<file path="src/rtl/edge_event_arbiter_pkg.sv">
// Shared types and index helpers for the edge event arbiter.
// Used by rr_arbiter and edge_event_arbiter.
package edge_arb_pkg;

    typedef enum logic {
        POL_FALL = 1'b0,
        POL_RISE = 1'b1
    } pol_e;

    typedef enum logic {
        ST_IDLE,
        ST_PRESENT
    } state_e;

    // Channel index + 1, wrapping from n-1 back to 0.
    function automatic int wrap_inc(input int idx, input int n);
        return (idx + 1 >= n) ? 0 : idx + 1;
    endfunction

    // (base + off) mod n, for base < n and off < n.
    function automatic int wrap_add(input int base, input int off, input int n);
        int s;
        s = base + off;
        return (s >= n) ? s - n : s;
    endfunction

endpackage

</file>
<file path="src/rtl/edge_event_arbiter_if.sv">
// Valid/ready event stream carrying channel index and edge polarity.
// The arbiter drives it through the master modport, the consumer uses slave.
interface edge_event_arbiter_if #(
    parameter int N_CH = 8
);
    localparam int CH_W = $clog2(N_CH);

    logic            evt_valid;
    logic            evt_ready;
    logic [CH_W-1:0] evt_chan;
    logic            evt_pol;

    modport master (
        output evt_valid,
        output evt_chan,
        output evt_pol,
        input  evt_ready
    );

    modport slave (
        input  evt_valid,
        input  evt_chan,
        input  evt_pol,
        output evt_ready
    );

endinterface

</file>
<file path="src/rtl/edge_event_arbiter_rr_arbiter.sv">
// Combinational rotate-priority pick: first requesting index at or after ptr,
// wrapping from N-1 to 0.
module rr_arbiter
    import edge_arb_pkg::*;
#(
    parameter int N = 8
) (
    input  logic [N-1:0]         req,
    input  logic [$clog2(N)-1:0] ptr,
    output logic                 gnt_vld,
    output logic [$clog2(N)-1:0] gnt_idx
);

    localparam int IW = $clog2(N);

    always_comb begin
        logic [IW-1:0] idx;
        gnt_vld = 1'b0;
        gnt_idx = '0;
        idx     = '0;
        for (int i = 0; i < N; i++) begin
            idx = IW'(wrap_add(int'(ptr), i, N));
            if (!gnt_vld && req[idx]) begin
                gnt_vld = 1'b1;
                gnt_idx = idx;
            end
        end
    end

endmodule

</file>
<file path="src/rtl/edge_event_arbiter.sv">
// Per-channel edge detection, pending-event capture and round-robin delivery
// onto one valid/ready stream. Optional sticky overflow flags: EDGE_ARB_OVF_EN.
module edge_event_arbiter
    import edge_arb_pkg::*;
#(
    parameter int N_CH = 8
) (
    input  logic                clk,
    input  logic                rst,
    input  logic [N_CH-1:0]     sig,
    input  logic [N_CH-1:0]     pos_en,
    input  logic [N_CH-1:0]     neg_en,
    edge_event_arbiter_if.master evt,
    output logic                busy
`ifdef EDGE_ARB_OVF_EN
    ,
    output logic [N_CH-1:0]     ovf,
    input  logic [N_CH-1:0]     ovf_clr
`endif
);

    localparam int CH_W = $clog2(N_CH);

    logic [N_CH-1:0] sig_r;
    logic [N_CH-1:0] pend_pos;
    logic [N_CH-1:0] pend_neg;
    logic [N_CH-1:0] older;
    logic [CH_W-1:0] rr_ptr;
    state_e          state;
    state_e          state_n;
    logic [CH_W-1:0] chan_q;
    logic [CH_W-1:0] chan_n;
    pol_e            pol_q;
    pol_e            pol_n;

    logic [N_CH-1:0] rise;
    logic [N_CH-1:0] fall;
    logic [N_CH-1:0] clr_sel;
    logic [N_CH-1:0] clr_pos;
    logic [N_CH-1:0] clr_neg;
    logic [N_CH-1:0] keep_pos;
    logic [N_CH-1:0] keep_neg;
    logic [N_CH-1:0] pend_pos_n;
    logic [N_CH-1:0] pend_neg_n;
    logic [N_CH-1:0] older_n;
    logic [N_CH-1:0] req;
    logic [N_CH-1:0] pick_pol;
    logic            hs;
    logic [CH_W-1:0] arb_ptr;
    logic            gnt_vld;
    logic [CH_W-1:0] gnt_idx;

    assign rise = sig & ~sig_r & pos_en;
    assign fall = ~sig & sig_r & neg_en;

    assign hs      = (state == ST_PRESENT) && evt.evt_ready;
    assign clr_sel = N_CH'(1) << chan_q;
    assign clr_pos = (hs && pol_q == POL_RISE) ? clr_sel : '0;
    assign clr_neg = (hs && pol_q == POL_FALL) ? clr_sel : '0;

    // Pending state after this cycle's handshake clear; new edges are OR-ed on top,
    // so a same-cycle set beats the clear and an edge onto a kept bit is a drop.
    assign keep_pos   = pend_pos & ~clr_pos;
    assign keep_neg   = pend_neg & ~clr_neg;
    assign pend_pos_n = keep_pos | rise;
    assign pend_neg_n = keep_neg | fall;

    // older=1 means the rising event was pending first; when nothing survives the
    // clear, the newly arriving edge becomes the older one.
    assign older_n = (keep_pos & keep_neg & older)
                   | (keep_pos & ~keep_neg)
                   | (~keep_pos & ~keep_neg & rise);

    // The event being handed over is excluded, so the winner here is what loads next.
    assign req      = keep_pos | keep_neg;
    assign pick_pol = (keep_pos & keep_neg & older) | (keep_pos & ~keep_neg);
    assign arb_ptr  = hs ? CH_W'(wrap_inc(int'(chan_q), N_CH)) : rr_ptr;

    rr_arbiter #(
        .N (N_CH)
    ) u_rr_arbiter (
        .req     (req),
        .ptr     (arb_ptr),
        .gnt_vld (gnt_vld),
        .gnt_idx (gnt_idx)
    );

    always_ff @(posedge clk or posedge rst) begin
        if (rst) begin
            sig_r    <= '0;
            pend_pos <= '0;
            pend_neg <= '0;
            older    <= '0;
            rr_ptr   <= '0;
            state    <= ST_IDLE;
            chan_q   <= '0;
            pol_q    <= POL_FALL;
        end else begin
            sig_r    <= sig;
            pend_pos <= pend_pos_n;
            pend_neg <= pend_neg_n;
            older    <= older_n;
            rr_ptr   <= arb_ptr;
            state    <= state_n;
            chan_q   <= chan_n;
            pol_q    <= pol_n;
        end
    end

    always_comb begin
        state_n = state;
        chan_n  = chan_q;
        pol_n   = pol_q;
        case (state)
            ST_IDLE: begin
                if (gnt_vld) begin
                    state_n = ST_PRESENT;
                    chan_n  = gnt_idx;
                    pol_n   = pol_e'(pick_pol[gnt_idx]);
                end
            end
            ST_PRESENT: begin
                if (hs) begin
                    if (gnt_vld) begin
                        chan_n = gnt_idx;
                        pol_n  = pol_e'(pick_pol[gnt_idx]);
                    end else begin
                        state_n = ST_IDLE;
                    end
                end
            end
            default: state_n = ST_IDLE;
        endcase
    end

    assign evt.evt_valid = (state == ST_PRESENT);
    assign evt.evt_chan  = chan_q;
    assign evt.evt_pol   = pol_q;
    assign busy          = (|pend_pos) | (|pend_neg) | (state == ST_PRESENT);

`ifdef EDGE_ARB_OVF_EN
    logic [N_CH-1:0] drop;
    assign drop = (rise & keep_pos) | (fall & keep_neg);

    always_ff @(posedge clk or posedge rst) begin
        if (rst) begin
            ovf <= '0;
        end else begin
            ovf <= (ovf & ~ovf_clr) | drop;
        end
    end
`endif

endmodule

</file>
<file path="src/flat_wrapper.sv">
// flat-port wrapper written by rule: the top's interface ports become plain ports
module edge_event_arbiter_flat import edge_arb_pkg::*;
#(
    parameter int N_CH = 8
)
  (clk, rst, sig, pos_en, neg_en, busy, evt_evt_valid, evt_evt_chan, evt_evt_pol, evt_evt_ready);
  edge_event_arbiter_if #(.N_CH(N_CH)) evt_i ();
  input  logic clk;
  input  logic rst;
  input  logic [N_CH-1:0] sig;
  input  logic [N_CH-1:0] pos_en;
  input  logic [N_CH-1:0] neg_en;
  output logic busy;
  output wire logic [$bits(evt_i.evt_valid)-1:0] evt_evt_valid;
  output wire logic [$bits(evt_i.evt_chan)-1:0] evt_evt_chan;
  output wire logic [$bits(evt_i.evt_pol)-1:0] evt_evt_pol;
  input wire logic [$bits(evt_i.evt_ready)-1:0] evt_evt_ready;
  assign evt_evt_valid = evt_i.evt_valid;
  assign evt_evt_chan = evt_i.evt_chan;
  assign evt_evt_pol = evt_i.evt_pol;
  assign evt_i.evt_ready = evt_evt_ready;
  edge_event_arbiter #(.N_CH(N_CH)) u_core (.clk(clk), .rst(rst), .sig(sig), .pos_en(pos_en), .neg_en(neg_en), .evt(evt_i), .busy(busy));
endmodule
</file>
<file path="config.mk">
export PLATFORM = sky130hd
export DESIGN_NAME = edge_event_arbiter_flat
export DESIGN_NICKNAME = d
export VERILOG_FILES = /design/src/rtl/edge_event_arbiter_pkg.sv /design/src/rtl/edge_event_arbiter_if.sv /design/src/rtl/edge_event_arbiter_rr_arbiter.sv /design/src/rtl/edge_event_arbiter.sv /design/src/flat_wrapper.sv
export SDC_FILE = /design/constraint.sdc
export NUM_CORES = 1
export LEC_CHECK = 0
export CAP_MARGIN = 5
export CORE_MARGIN = 1.5
export CORE_UTILIZATION = 35
export CTS_CLUSTER_SIZE = 16
export DETAILED_ROUTE_END_ITERATION = 10
export PLACE_DENSITY = 0.58
export SLEW_MARGIN = 40
export SYNTH_ARGS = -nofsm -noshare
export SYNTH_HDL_FRONTEND = slang
export SYNTH_SLANG_ARGS = --single-unit
</file>
<file path="constraint.sdc">
create_clock -name clk -period 8.1 [get_ports clk]
set_clock_uncertainty 0.1 [all_clocks]
set_input_delay 1.62 -clock clk [delete_from_list [all_inputs] [get_ports clk]]
set_output_delay 1.62 -clock clk [all_outputs]
set_load 0.01 [all_outputs]
</file>
# Yosys cells after proc, flatten, opt, wreduce, memory -nomap -nowiden
# Index checks and enable logic that the tools add are counted.
[totals]
reg_bits = 40
[op_classes]
addsub = 16
order_cmp = 18
n_eq_ne = 1
n_shift = 1
muxes = 55
n_bitwise = 26
n_reduce_logical = 19
[ops]
columns = ["cell", "n"]
rows = [
  ["AND 8 bit", 11],
  ["2-to-1 mux 3 bit", 20],
  ["NOT 8 bit", 6],
  ["bitwise OR 8 bit", 5],
  ["less-than comparator 3 x 4 -> 1 bit (second input constant)", 9],
  [">= comparator 4 bit (second input constant)", 8],
  ["binary-select mux 1 bit (select 3 bit)", 9],
  ["subtractor 3 x 1 -> 3 bit (second input constant)", 8],
  ["2-to-1 mux 1 bit", 21],
  ["adder 3 x 3 -> 4 bit (second input constant)", 4],
  ["2-to-1 mux 8 bit", 2],
  ["OR reduction 8 bit", 2],
  ["logical AND 1 bit", 10],
  ["adder 3 x 1 -> 4 bit (second input constant)", 2],
  ["adder 3 x 2 -> 4 bit (second input constant)", 2],
  ["<< shifter 1 x 3 -> 8 bit (first input constant)", 1],
  ["logical NOT 1 bit", 7],
  ["case mux 3 bit (2 select lines)", 1],
  [">= comparator 3 x 4 -> 1 bit (second input constant)", 1],
  ["case mux 1 bit (2 select lines)", 2],
  ["inequality test 2 bit (second input constant)", 1],
  ["NOT 1 bit", 2],
  ["bitwise OR 1 bit", 2],
]

# Depth between registers and ports, before layout
# Gate-level depths: netlist of run 1.
[depth]
word_depth = 35
mapped_depth = 17

# Cells and area by module
# From an unflattened synthesis of run 1, not the netlist that was laid out.
[unflattened]
cells_unflattened = 291
area_unflattened_um2 = 2706.3
[by_module_without_submodules]
columns = ["mod", "instances", "cells_per_inst", "area_each_um2", "seq_area_each_um2"]
rows = [
  ["edge_event_arbiter", 1, 191, 1893.1, 1001.0],
  ["rr_arbiter", 1, 100, 813.3, 0.0],
]

# Worst setup path after synthesis of run 1
# No wires, ideal clock.
[synth_timing]
kind = "in2reg"
from = "input port evt_evt_ready"
to = "register u_core.pol_q (netlist: u_core.evt.evt_pol)"
arrival_time_ps = 4689
required_ps = 7866
path_slack_ps = 3177
path_stages = 15
n_path_buf = 2
cell_sequence = "and2_4 a21oi_4 inv_2 buf_2 ha_1 clkbuf_1 clkinv_1 mux4_2 and4_1 nor2_1 a32oi_1 nor2_2 mux2_4 o211ai_2 o221ai_2"
[synth_via]
elab_chain_len = 35
elab_cells_between_ends = 99
cone_classes = "15 x add/sub; 8 x order compare; 1 x eq/ne; 48 x mux; 10 x bitwise; 17 x reduce/logical"
[synth_rtl]
columns = ["item", "line_no", "text"]
rows = [
  ["start, declared", "flat_wrapper.sv:17", "input wire logic [$bits(evt_i.evt_ready)-1:0] evt_evt_ready;"],
  ["logical AND 1 bit (*)", "edge_event_arbiter.sv:56", "assign hs = (state == ST_PRESENT) && evt.evt_ready;"],
  ["branches (longest 34 deep; another with adder 3 x 1 -> 4 bit)", "-", ""],
  ["end signal, assigned", "edge_event_arbiter.sv:106", "pol_q <= pol_n;"],
  ["end, declared", "edge_event_arbiter.sv:33", "pol_e pol_q;"],
]
# Mark *: on every way between the ends. The select of a mux whose other input is x is not followed.
# A chain may end at the register's enable or synchronous reset.

# Final worst setup path of run 1
# Same ends and word-level chain as after synthesis.

==> results of run 1 <==
metal layers:
metal	routed length, um	vias up	track usage [%]
li1	-	1218	-
met5	0	-	0
met4	70	0	4.55
met3	451	9	2.85
met1	3450	1223	26.0
met2	3260	81	26.8
cells by family after synthesis:
| logic type | Yosys count |
|---|---|
| multiplexers | 25 |
| AO/OA/AOI/OAI | 87 |
| XOR/XNOR | 3 |
| adder cells (fa/ha/maj) | 8 |
| AND/OR/NAND/NOR | 124 |
| flip-flops | 40 |
| buffers and inverters | 23 |
worst min path at each step:
stage,end,slack [ns]
floorplan,u_core.pend_pos[6],0.36
global placement,u_core.pend_neg[3],0.38
detailed placement,u_core.older[2],0.39
CTS,u_core.pend_pos[6],0.40
global route,u_core.older[2],0.41
finish,u_core.pend_pos[6],0.40
layout by cell type, fill, tap and decap left out, drive strengths merged, types with 5 or more instances in the layout:
| master | count |
|---|---|
| nand2 | 42 |
| mux2i | 13 |
| a21oi | 13 |
| ha | 8 |
| dfrtp | 40 |
| mux4 | 7 |
| clkdlybuf4s50 | 32 |
| nand3b | 13 |
| clkbuf | 7 |
| inv | 13 |
| nor2 | 18 |
| nand2b | 10 |
| o21ai | 27 |
| mux2 | 5 |
| o21bai | 6 |
| nand3 | 22 |
registers in the layout, indices dropped and copies added (netlist names):
| name | count |
|---|---|
| u_core.sig_r | 8 |
| u_core.rr_ptr | 3 |
| u_core.evt.evt_valid | 1 |
| u_core.pend_neg | 8 |
| u_core.evt.evt_pol | 1 |
| u_core.older | 8 |
| u_core.evt.evt_chan | 3 |
| u_core.pend_pos | 8 |
area by class of cell:
cell class	count	area [um2]
inverters	14	52.6
fillers	762	4420
clock buffers	7	96.3
multi-input cells	247	1740
repair buffers	34	335
flip-flops and latches	40	1000
clock inverters	1	30.0
well taps	102	128
worst max-delay path, cell delays in order:
cell	delay [ns]
clkdlybuf4s50_1	0.60
nand2_1	0.12
mux2i_1	0.17
buf_4	0.20
inv_1	0.25
ha_1	0.37
xnor2_2	0.49
mux4_2	0.45
mux2i_4	0.22
o311a_2	0.28
nand3_1	0.09
a32oi_1	0.23
nor2_2	0.13
mux2_4	0.32
o211ai_2	0.17
o221ai_2	0.10
power breakdown:
| group | leakage, nW | internal [mW] | switching, mW |
|---|---|---|---|
| clock | 0.0645 | 0.109 | 0.0693 |
| combinational | 0.829 | 0.390 | 0.555 |
| sequential | 0.432 | 0.274 | 0.0569 |
| total | 1.32 | 0.773 | 0.681 |
through the flow:
| step | instances | hold WS (ns) | utilization, % | area, um2 | setup WS [ns] |
|---|---|---|---|---|---|
| after floorplan | 310 | 0.358 | - | 2850 | 3.18 |
| after global placement | 437 | 0.383 | 41.7 | 3260 | 2.05 |
| after CTS | 445 | 0.401 | 43.4 | 3390 | 2.36 |
| final | 445 | 0.396 | 43.4 | 3390 | 2.35 |
| after detailed placement | 437 | 0.387 | 41.7 | 3260 | 2.09 |
| after global routing | 445 | 0.413 | 43.4 | 3390 | 2.14 |
==> results by group, run 1 <==
Clock network
  – # hold bufs at CTS: 0
  – CTS tree: done
  – Clk_lat worst skew: 0.29 ns
  – Root buf cell: clkbuf_8
  – Clock-pin slew on the worst setup and hold paths: 0.08 ns
  – Post_cts resized: 0
  – Clk sink count: 40
  – Postcts setup bufs: 0
  – Clock Path Buffers: 2
  – CTS HTree Levels: 2
  – Clock buffer count from CTS: 5

Worst setup path
  – Reg2reg end: u_core.evt.evt_pol
  – Critical path type: input port to flop
  – CP Launch Point: evt_evt_ready
  – Worst Setup EP: u_core.evt.evt_pol
  – CP Capture Type: flop
  – R2R setup slack: 3.51 ns
  – Data arrival, critical path: approximately 5.8 ns
  – Crit path launch type: input port
  – Critical Path RT: 8.16 ns
  – Worst flop-to-flop path startpoint: u_core.evt.evt_chan[0]
  – CP Max Fanout: 14
  – Reg2Reg Depth: 16

Timing
  – Final setup violation count: 0
  – Worst slew margin: 56.0%
  – Final Cycle Share: 71.0%
  – Worst-margin pin slew: 0.653 ns
  – Peak Freq: 0.174 GHz
  – Final hold violations: 0
  – Pins Over Slew Limit: 0
  – Unrepaired setup endpoints after global routing: no
  – Total negative slack: 0 ns
  – Post-layout minimum cycle time: 5.75 ns

Floorplan
  – Die span in x: 93.2 um
  – Die Y-Extent: 93.2 um
  – Area of the core: 0.00781 mm2
  – Row Count: 32
  – Die ar.: roughly 0.0087 mm2
  – Initial core utilization: 36.4%
  – IO Pins: 33

Worst hold path
  – Hold Crit Class: flop to flop
  – Number of cells on the worst hold path: 1
  – Startpoint of the worst hold path: u_core.sig_r[6]

Flow run
  – Max-cap violations: 0

Synth
  – Cell area after synthesis: roughly 0.0028 mm2
  – Mux contribution to synthesized area: 13.1%
  – Synth Area in Simple Gates: between 20% and 30%
  – Synth Area in Adders: 3.52%
  – Mapped Nets: roughly 350
  – Post-synthesis compound-gate area fraction: 21.3%
  – Synth Flop Type: dfrtp_1
  – Yosys reg bits: 40
  – Post-synth cell types: 60
  – Synth top area share: a little over a third
  – Count leader, synth: nand2_1
  – Avg Cell Area, Syn: 9.18 um2
  – Largest family of logic cells by synthesized area: simple AND/OR/NAND/NOR gates
  – Most frequent cells after synthesis: 42 x nand2_1, 40 x dfrtp_1, 22 x nand3_1
  – Post-synth EDFFs: 0
  – Sequential area share after synthesis: 35.2%
  – Syn Inst Count: 310
  – Area contributors post-synth: dfrtp_1 35%, mux4_2 5.5%, nand2_1 5.5%, mux2i_1 3.9%, nand3_1 3.9%
  – Xor-xnor portion of the synthesized cell area: 1.19%
  – Synth async-reset ratio: 100%
  – Synth warnings: 0
  – Cell taking the most area after synthesis: dfrtp_1

GRT
  – GRT Util Overall: 17.6%
  – First-pass GRT wire length: 11900 um
  – Vias in the first global route: ~2300
  – Largest net degree at the start of global routing: between 40 and 50
  – Initial antenna violation count: 0
  – Grt total ovfl: 0

Placement
  – Gpl congestion: 0.949
  – Hpwl dp: 5600 um
  – PortBufs: 32

Final layout
  – Diode count: 0
  – Layout cells sized above 1: 11.7%
  – Net count, final: 377
  – Area grow syn2layout: 19.0%

Routing
  – Vias per cell: ~5.7
  – Pre-antenna DRT Iters: 4
  – DR WL/cell: 16.2 um
  – Post-route ant nets: 0
  – Drt total wl: 7230 um
  – Drt drc: 0
  – Vias: 2531
  – Initial drt markers: 170

Pwr
  – Pleak: 1.32 nW
  – Pwr dens: 430 mW/mm2
  – Peak VDD IR: 0.139 mV
  – Total power: 1.45 mW

Outcome
  – Status: finished clean
Note: power is estimated with default switching activity, not from simulation.
==> inputs of run 2 (changes only) <==
--- a/config.mk
+++ b/config.mk
@@ -10,7 +10,7 @@
 export CORE_UTILIZATION = 35
 export CTS_CLUSTER_SIZE = 16
 export DETAILED_ROUTE_END_ITERATION = 10
-export PLACE_DENSITY = 0.58
+export PLACE_DENSITY = 0.6
 export SLEW_MARGIN = 40
 export SYNTH_ARGS = -nofsm -noshare
 export SYNTH_HDL_FRONTEND = slang
==> constraint.sdc (replaced) <==
create_clock -name clk -period 5.24 [get_ports clk]
set_clock_uncertainty 0.1 [all_clocks]
set_input_delay 1.048 -clock clk [delete_from_list [all_inputs] [get_ports clk]]
set_output_delay 1.048 -clock clk [all_outputs]
set_load 0.01 [all_outputs]
==> run 2 against run 1 <==
  * Register-to-register slack worse by 2.4 ns
  * Global-route usage up 0.80 points
  * Setup slack worse by 1.9 ns
  * Combinational power up 64%
  * Cell area up 1.3%
  * Power up 57%
  * Critical path depth down 2
  * Worst hold slack worse by 0.0099 ns
  * Sequential power up 56%
  * Largest cell class unchanged
==> results by group, run 2 (synthesis results as in run 1) <==
Pwr
  – Pwr dens: 665 mW/mm2 (was 430 mW/mm2)
  – Pleak: 1.35 nW (was 1.32 nW)
  – Total power: 2.28 mW (was 1.45 mW)
  – Peak VDD IR: 0.228 mV (was 0.139 mV)

Timing
  – Setup ws final: 0.409 ns (was 2.35 ns)
  – Worst-margin pin slew: 0.491 ns (was 0.653 ns)
  – Unrepaired setup endpoints after global routing: no (unchanged)
  – Pins Over Slew Limit: 0 (unchanged)
  – Hold Worst Slack: 0.386 ns (was 0.396 ns)
  – Final hold violations: 0 (unchanged)
  – Post-layout minimum cycle time: 4.83 ns
  – Final Cycle Share: 92.2%
  – Worst slew margin: 67.0% (was 56.0%)
  – Total negative slack: 0 ns (unchanged)
  – Final setup violation count: 0 (unchanged)
  – Peak Freq: 0.207 GHz

GRT
  – Initial antenna violation count: 0 (unchanged)
  – Grt total ovfl: 0 (unchanged)
  – Largest net degree at the start of global routing: 41 (unchanged)
  – GRT Util Overall: 18.4% (was 17.6%)
  – First-pass GRT wire length: 12500 um (was 11900 um)
  – Vias in the first global route: 2452 (was 2299)

Routing
  – Vias: 2590 (was 2531)
  – Drt drc: 0 (unchanged)
  – DR WL/cell: 16.5 um (was 16.2 um)
  – Drt total wl: 7530 um (was 7230 um)
  – Pre-antenna DRT Iters: 6 (was 4)
  – Post-route ant nets: 0 (unchanged)
  – Vias per cell: 5.69 (about the same)
  – Initial drt markers: 230 (was 170)

Clock network
  – Postcts setup bufs: 0 (unchanged)
  – CTS tree: done (unchanged)
  – Clk_lat worst skew: 0.29 ns (about the same)
  – Root buf cell: clkbuf_8 (unchanged)
  – # hold bufs at CTS: 0 (unchanged)
  – Clk sink count: 40 (unchanged)
  – CTS HTree Levels: 2 (unchanged)
  – Clock-pin slew on the worst setup and hold paths: 0.08 ns (about the same)
  – Clock buffer count from CTS: 5 (unchanged)
  – Clock Path Buffers: 2 (unchanged)
  – Post_cts resized: 0 (unchanged)

Final layout
  – Diode count: 0 (unchanged)
  – Most frequent cells in the layout: 42 x nand2_1, 40 x dfrtp_1, 32 x clkdlybuf4s50_1 (unchanged)
  – Net count, final: 387 (was 377)
  – Final instance area: 0.00343 mm2 (was 0.00339 mm2)
  – Fillers: 779 (was 762)
  – Layout cells sized above 1: 13.9% (was 11.7%)
  – Multi-input combinational cell area: 0.00174 mm2 (unchanged)
  – Most common cell after layout, fill and taps aside: nand2_1 (unchanged)
  – Area grow syn2layout: 20.5% (was 19.0%)
  – Reg area: 0.00100 mm2 (unchanged)
  – Post-layout util: 43.9% (was 43.4%)
  – Post-route non-filler standard cell count: 455 (was 445)

Floorplan
  – Die ar.: 0.00868 mm2 (unchanged)
  – Area of the core: 0.00781 mm2 (unchanged)
  – IO Pins: 33 (unchanged)
  – Initial core utilization: 36.4% (unchanged)
  – Die Y-Extent: 93.2 um (unchanged)
  – Die span in x: 93.2 um (unchanged)
  – Row Count: 32 (unchanged)

Worst setup path
  – CP Max Fanout: 15 (was 14)
  – Critical Path RT: 5.30 ns (was 8.16 ns)
  – CP Capture Type: flop (unchanged)
  – Critical path type: input port to flop (unchanged)
  – Data arrival, critical path: 4.89 ns (was 5.81 ns)
  – Crit path launch type: input port (unchanged)
  – Worst flop-to-flop path startpoint: u_core.evt.evt_chan[0] (unchanged)
  – CP Launch Point: evt_evt_ready (unchanged)

Worst hold path
  – Hold Crit Class: flop to flop (unchanged)
  – Startpoint of the worst hold path: u_core.sig_r[6] (unchanged)

Placement
  – Pre-CTS setup slack: 0.159 ns (was 2.09 ns)
  – Hpwl dp: 5920 um (was 5600 um)
  – Gpl congestion: 0.911 (was 0.949)
  – Cell Area, Placed: 0.00333 mm2 (was 0.00326 mm2)
  – DP Cell Count: 447 (was 437)
  – PortBufs: 32 (unchanged)

Flow run
  – Max-cap violations: 0 (unchanged)

Outcome
  – Status: finished clean (unchanged)
==> run 2: cell types whose count changed in the layout (fill, tap and decap cells not counted), sizes merged <==
cell,previous run,this run
buf,2,12
bufinv,1,0
clkinvlp,0,1
==> run 2: area by class of cell <==
cell class                      instances  area share [%]
Inverter                               14            1.53
Timing Repair Buffer                   44            12.0
Sequential cell                        40            29.2
Clock buffer                            7            2.52
Tap cell                              102            3.72
Multi-Input combinational cell        247            50.8
Clock inverter                          1           0.219
==> run 2: final timing paths <==
check,endpoint,cells after the start,slack [ns]
max,u_core.evt.evt_pol,14,0.41
min,u_core.pend_pos[6],1,0.39
max reg2reg,u_core.evt.evt_pol,15,1.09
min reg2reg,u_core.pend_pos[6],1,0.39
max in group asynchronous,u_core.evt.evt_valid,3,3.61
min in group asynchronous,u_core.pend_neg[6],3,1.08
==> run 2: worst max-delay path: stages <==
cell	delay, ns
clkdlybuf4s50_1	0.54
and2_4	0.26
a21oi_4	0.39
inv_2	0.07
ha_1	0.45
clkinv_1	0.34
mux4_2	0.40
and4_1	0.21
nor2_1	0.13
a32oi_1	0.12
nor2_2	0.29
mux2_4	0.34
o211ai_2	0.18
o221ai_2	0.10
==> run 2: power breakdown <==
group	switching, mW	internal [mW]
combinational	0.885	0.666
clock	0.104	0.107
sequential	0.0929	0.424
total	1.08	1.20
==> run 2: layer usage <==
layer,share of wire (%),wire (um),track usage (%),vias to the layer above
met1,47,3550,26.0,1242
met2,46,3470,29.9,99
met3,5.6,421,2.76,10
met4,1.2,91,4.04,0
li1,-,-,-,1239
met5,0,0,0,-
==> inputs of run 3 (changes only) <==
--- a/config.mk
+++ b/config.mk
@@ -7,10 +7,10 @@
 export LEC_CHECK = 0
 export CAP_MARGIN = 5
 export CORE_MARGIN = 1.5
-export CORE_UTILIZATION = 35
+export CORE_UTILIZATION = 51
 export CTS_CLUSTER_SIZE = 16
 export DETAILED_ROUTE_END_ITERATION = 10
-export PLACE_DENSITY = 0.6
+export PLACE_DENSITY = 0.81
 export SLEW_MARGIN = 40
 export SYNTH_ARGS = -nofsm -noshare
 export SYNTH_HDL_FRONTEND = slang
==> run 3 against run 2 <==
  * Critical path type unchanged
  * Global-route usage grew 7.6 points
  * Sequential power is essentially flat
  * Critical path depth is the same
  * Cell area is essentially flat
  * Largest power group unchanged
  * Worst hold slack gained 0.012 ns
  * Final cell count shrank 6.4%
  * Largest cell class unchanged
  * Highest routed layer unchanged
==> results by group, run 3 (synthesis results as in run 1) <==
Outcome
  – Status: finished clean (unchanged)

Floorplan
  – Area of the core: 0.00544 mm2 (was 0.00781 mm2)
  – Die ar.: 0.00604 mm2 (was 0.00868 mm2)
  – Initial core utilization: 52.3% (was 36.4%)
  – Die span in x: 77.7 um (was 93.2 um)
  – Row Count: 27 (was 32)
  – Die Y-Extent: 77.7 um (was 93.2 um)
  – IO Pins: 33 (unchanged)

Clock network
  – Post_cts resized: 0 (unchanged)
  – Postcts setup bufs: 0 (unchanged)
  – Clock-pin slew on the worst setup and hold paths: 0.08 ns (about the same)
  – Root buf cell: clkbuf_8 (unchanged)
  – Clk sink count: 40 (unchanged)
  – CTS HTree Levels: 2 (unchanged)
  – Clk_lat worst skew: 0.29 ns (about the same)
  – Clock buffer count from CTS: 5 (unchanged)
  – # hold bufs at CTS: 0 (unchanged)
  – Clock Path Buffers: 2 (unchanged)
  – CTS tree: done (unchanged)

GRT
  – Vias in the first global route: 2505 (was 2452)
  – GRT Util Overall: 26.1% (was 18.4%)
  – Grt total ovfl: 0 (unchanged)
  – Largest net degree at the start of global routing: 41 (unchanged)
  – First-pass GRT wire length: 12300 um (was 12500 um)
  – Initial antenna violation count: 0 (unchanged)

Worst setup path
  – Crit path max-delay family: buffers and inverters (unchanged)
  – CP bufs+invs: 3 (unchanged)
  – CP Capture Type: flop (unchanged)
  – CP Cell Sequence: clkdlybuf4s50_1 -> and2_4 -> a21oi_4 -> inv_2 -> ha_1 -> clkinv_1 -> mux4_2 -> and4_1 -> nor2_1 -> a32oi_1 -> nor2_2 -> mux2_4 -> o211ai_2 -> o221ai_2 (unchanged)
  – Critical path's slowest cell: clkdlybuf4s50_1 (unchanged)
  – CP Max Fanout: 15 (unchanged)
  – Worst path max stage delay: 0.52 ns (was 0.54 ns)
  – Critical Path RT: 5.31 ns (was 5.30 ns)
  – Data arrival, critical path: 4.92 ns (was 4.89 ns)
  – Critical path type: input port to flop (unchanged)
  – Crit path launch type: input port (unchanged)

Routing
  – DR WL/cell: 17.3 um (was 16.5 um)
  – Drt total wl: 7380 um (was 7530 um)
  – Post-route ant nets: 0 (unchanged)
  – Vias per cell: 6.29 (was 5.69)
  – Drt drc: 0 (unchanged)
  – Pre-antenna DRT Iters: 5 (was 6)
  – Vias: 2679 (was 2590)
  – Initial drt markers: 298 (was 230)

Timing
  – Pins Over Slew Limit: 0 (unchanged)
  – Final hold violations: 0 (unchanged)
  – Post-layout minimum cycle time: 4.85 ns (was 4.83 ns)
  – Hold Worst Slack: 0.398 ns (was 0.386 ns)
  – Peak Freq: 0.206 GHz (was 0.207 GHz)
  – Worst slew margin: 64.3% (was 67.0%)
  – Setup ws final: 0.391 ns (was 0.409 ns)
  – Final setup violation count: 0 (unchanged)
  – Total negative slack: 0 ns (unchanged)
  – Worst-margin pin slew: 0.533 ns (was 0.491 ns)
  – Final Cycle Share: 92.5% (was 92.2%)
  – Unrepaired setup endpoints after global routing: no (unchanged)

Pwr
  – Peak VDD IR: 0.263 mV (was 0.228 mV)
  – Switching power: 1.08 mW (about the same)
  – Sw frac: 46.3% (was 47.5%)
  – Clock power share: 11.9% (was 9.3%)
  – Logic gate share of total power: 66.0% (was 68.0%)
  – Sequential share of power: 22.1% (was 22.7%)
  – Pwr dens: 681 mW/mm2 (was 665 mW/mm2)
  – Int Power: 1.25 mW (was 1.20 mW)
  – Pleak: 1.38 nW (was 1.35 nW)

Final layout
  – Most common cell after layout, fill and taps aside: nand2_1 (unchanged)
  – Layout cells sized above 1: 14.4% (was 13.9%)
  – Net count, final: 388 (was 387)
  – Area grow syn2layout: 20.6% (was 20.5%)
  – Diode count: 0 (unchanged)
  – Post-layout util: 63.1% (was 43.9%)
  – Fillers: 453 (was 779)
  – Post-route non-filler standard cell count: 426 (was 455)
  – Most frequent cells in the layout: 42 x nand2_1, 40 x dfrtp_1, 32 x clkdlybuf4s50_1 (unchanged)

Worst hold path
  – Hold Crit Class: flop to flop (unchanged)

Placement
  – Gpl congestion: 0.980 (was 0.911)
  – DP Cell Count: 418 (was 447)
  – Pre-CTS setup slack: 0.101 ns (was 0.159 ns)
  – PortBufs: 32 (unchanged)
  – Hpwl dp: 5610 um (was 5920 um)

Flow run
  – Max-cap violations: 0 (unchanged)
## run 3: cell types whose count changed in the layout (fill, tap and decap cells not counted)
| cell | delta |
|---|---|
| clkbuf_1 | -1 |
| bufinv_16 | +1 |
| buf_4 | +1 |
| clkinvlp_4 | -1 |
| clkbuf_8 | +1 |
## run 3: worst register-to-register path: cells and delay by family, from the launching register on
family          cells  cell delay (ns)
mux                 3             1.10
fa+ha+maj           2             0.54
xor+xnor            1             0.34
flops               1             0.51
simple gates        3             0.63
buf+inv             3             0.40
compound gates      3             0.41
## run 3: path summary, 6_finish.rpt
| path | depth (start not counted) | startpoint | end | slack, ns |
|---|---|---|---|---|
| setup / recovery | 14 | evt_evt_ready | u_core.evt.evt_pol | 0.39 |
| hold / removal | 1 | u_core.sig_r[6] | u_core.pend_pos[6] | 0.40 |
| setup reg to reg | 15 | u_core.evt.evt_chan[0] | u_core.evt.evt_pol | 1.08 |
| hold reg to reg | 1 | u_core.sig_r[6] | u_core.pend_pos[6] | 0.40 |
| max in group asynchronous | 3 | rst | u_core.rr_ptr[2] | 3.61 |
| min in group asynchronous | 3 | rst | u_core.older[5] | 1.07 |
## run 3: area by class of cell
type / count / area, um2 / share of cell area [%]
inverters: 14 / 52.6 / 1.53
flip-flops and latches: 40 / 1000 / 29.2
well taps: 72 / 90.1 / 2.63
clock inverters: 1 / 30.0 / 0.875
multi-input cells: 247 / 1740 / 50.8
clock buffers: 7 / 96.3 / 2.81
repair buffers: 45 / 418 / 12.2
## run 3: power by group through the flow
| stage | combinational [mW] | sequential [mW] | clock (mW) |
|---|---|---|---|
| CTS | 1.52 | 0.514 | 0.283 |
| detailed placement | 1.51 | 0.519 | 0 |
| global placement | 1.50 | 0.514 | 0 |
| finish | 1.54 | 0.516 | 0.278 |
| floorplan | 1.14 | 0.496 | 0 |
| global route | 1.68 | 0.528 | 0.293 |
## run 3: metal layers
metal / share of wire, % / track usage, % / up-vias
met5: 0 / 0 / -
met4: 1.3 / 6.91 / 0
met3: 7.1 / 4.94 / 13
met2: 49 / 43.4 / 137
met1: 43 / 34.7 / 1288
li1: - / - / 1241
## run 3: per-stage QoR
stage / instance area [um2] / total power, mW
2_1_floorplan: 2850 / 1.63
3_3_place_gp: 3300 / 2.01
3_5_place_dp: 3300 / 2.03
4_1_cts: 3430 / 2.31
5_1_grt: 3430 / 2.50
6_report: 3430 / 2.34
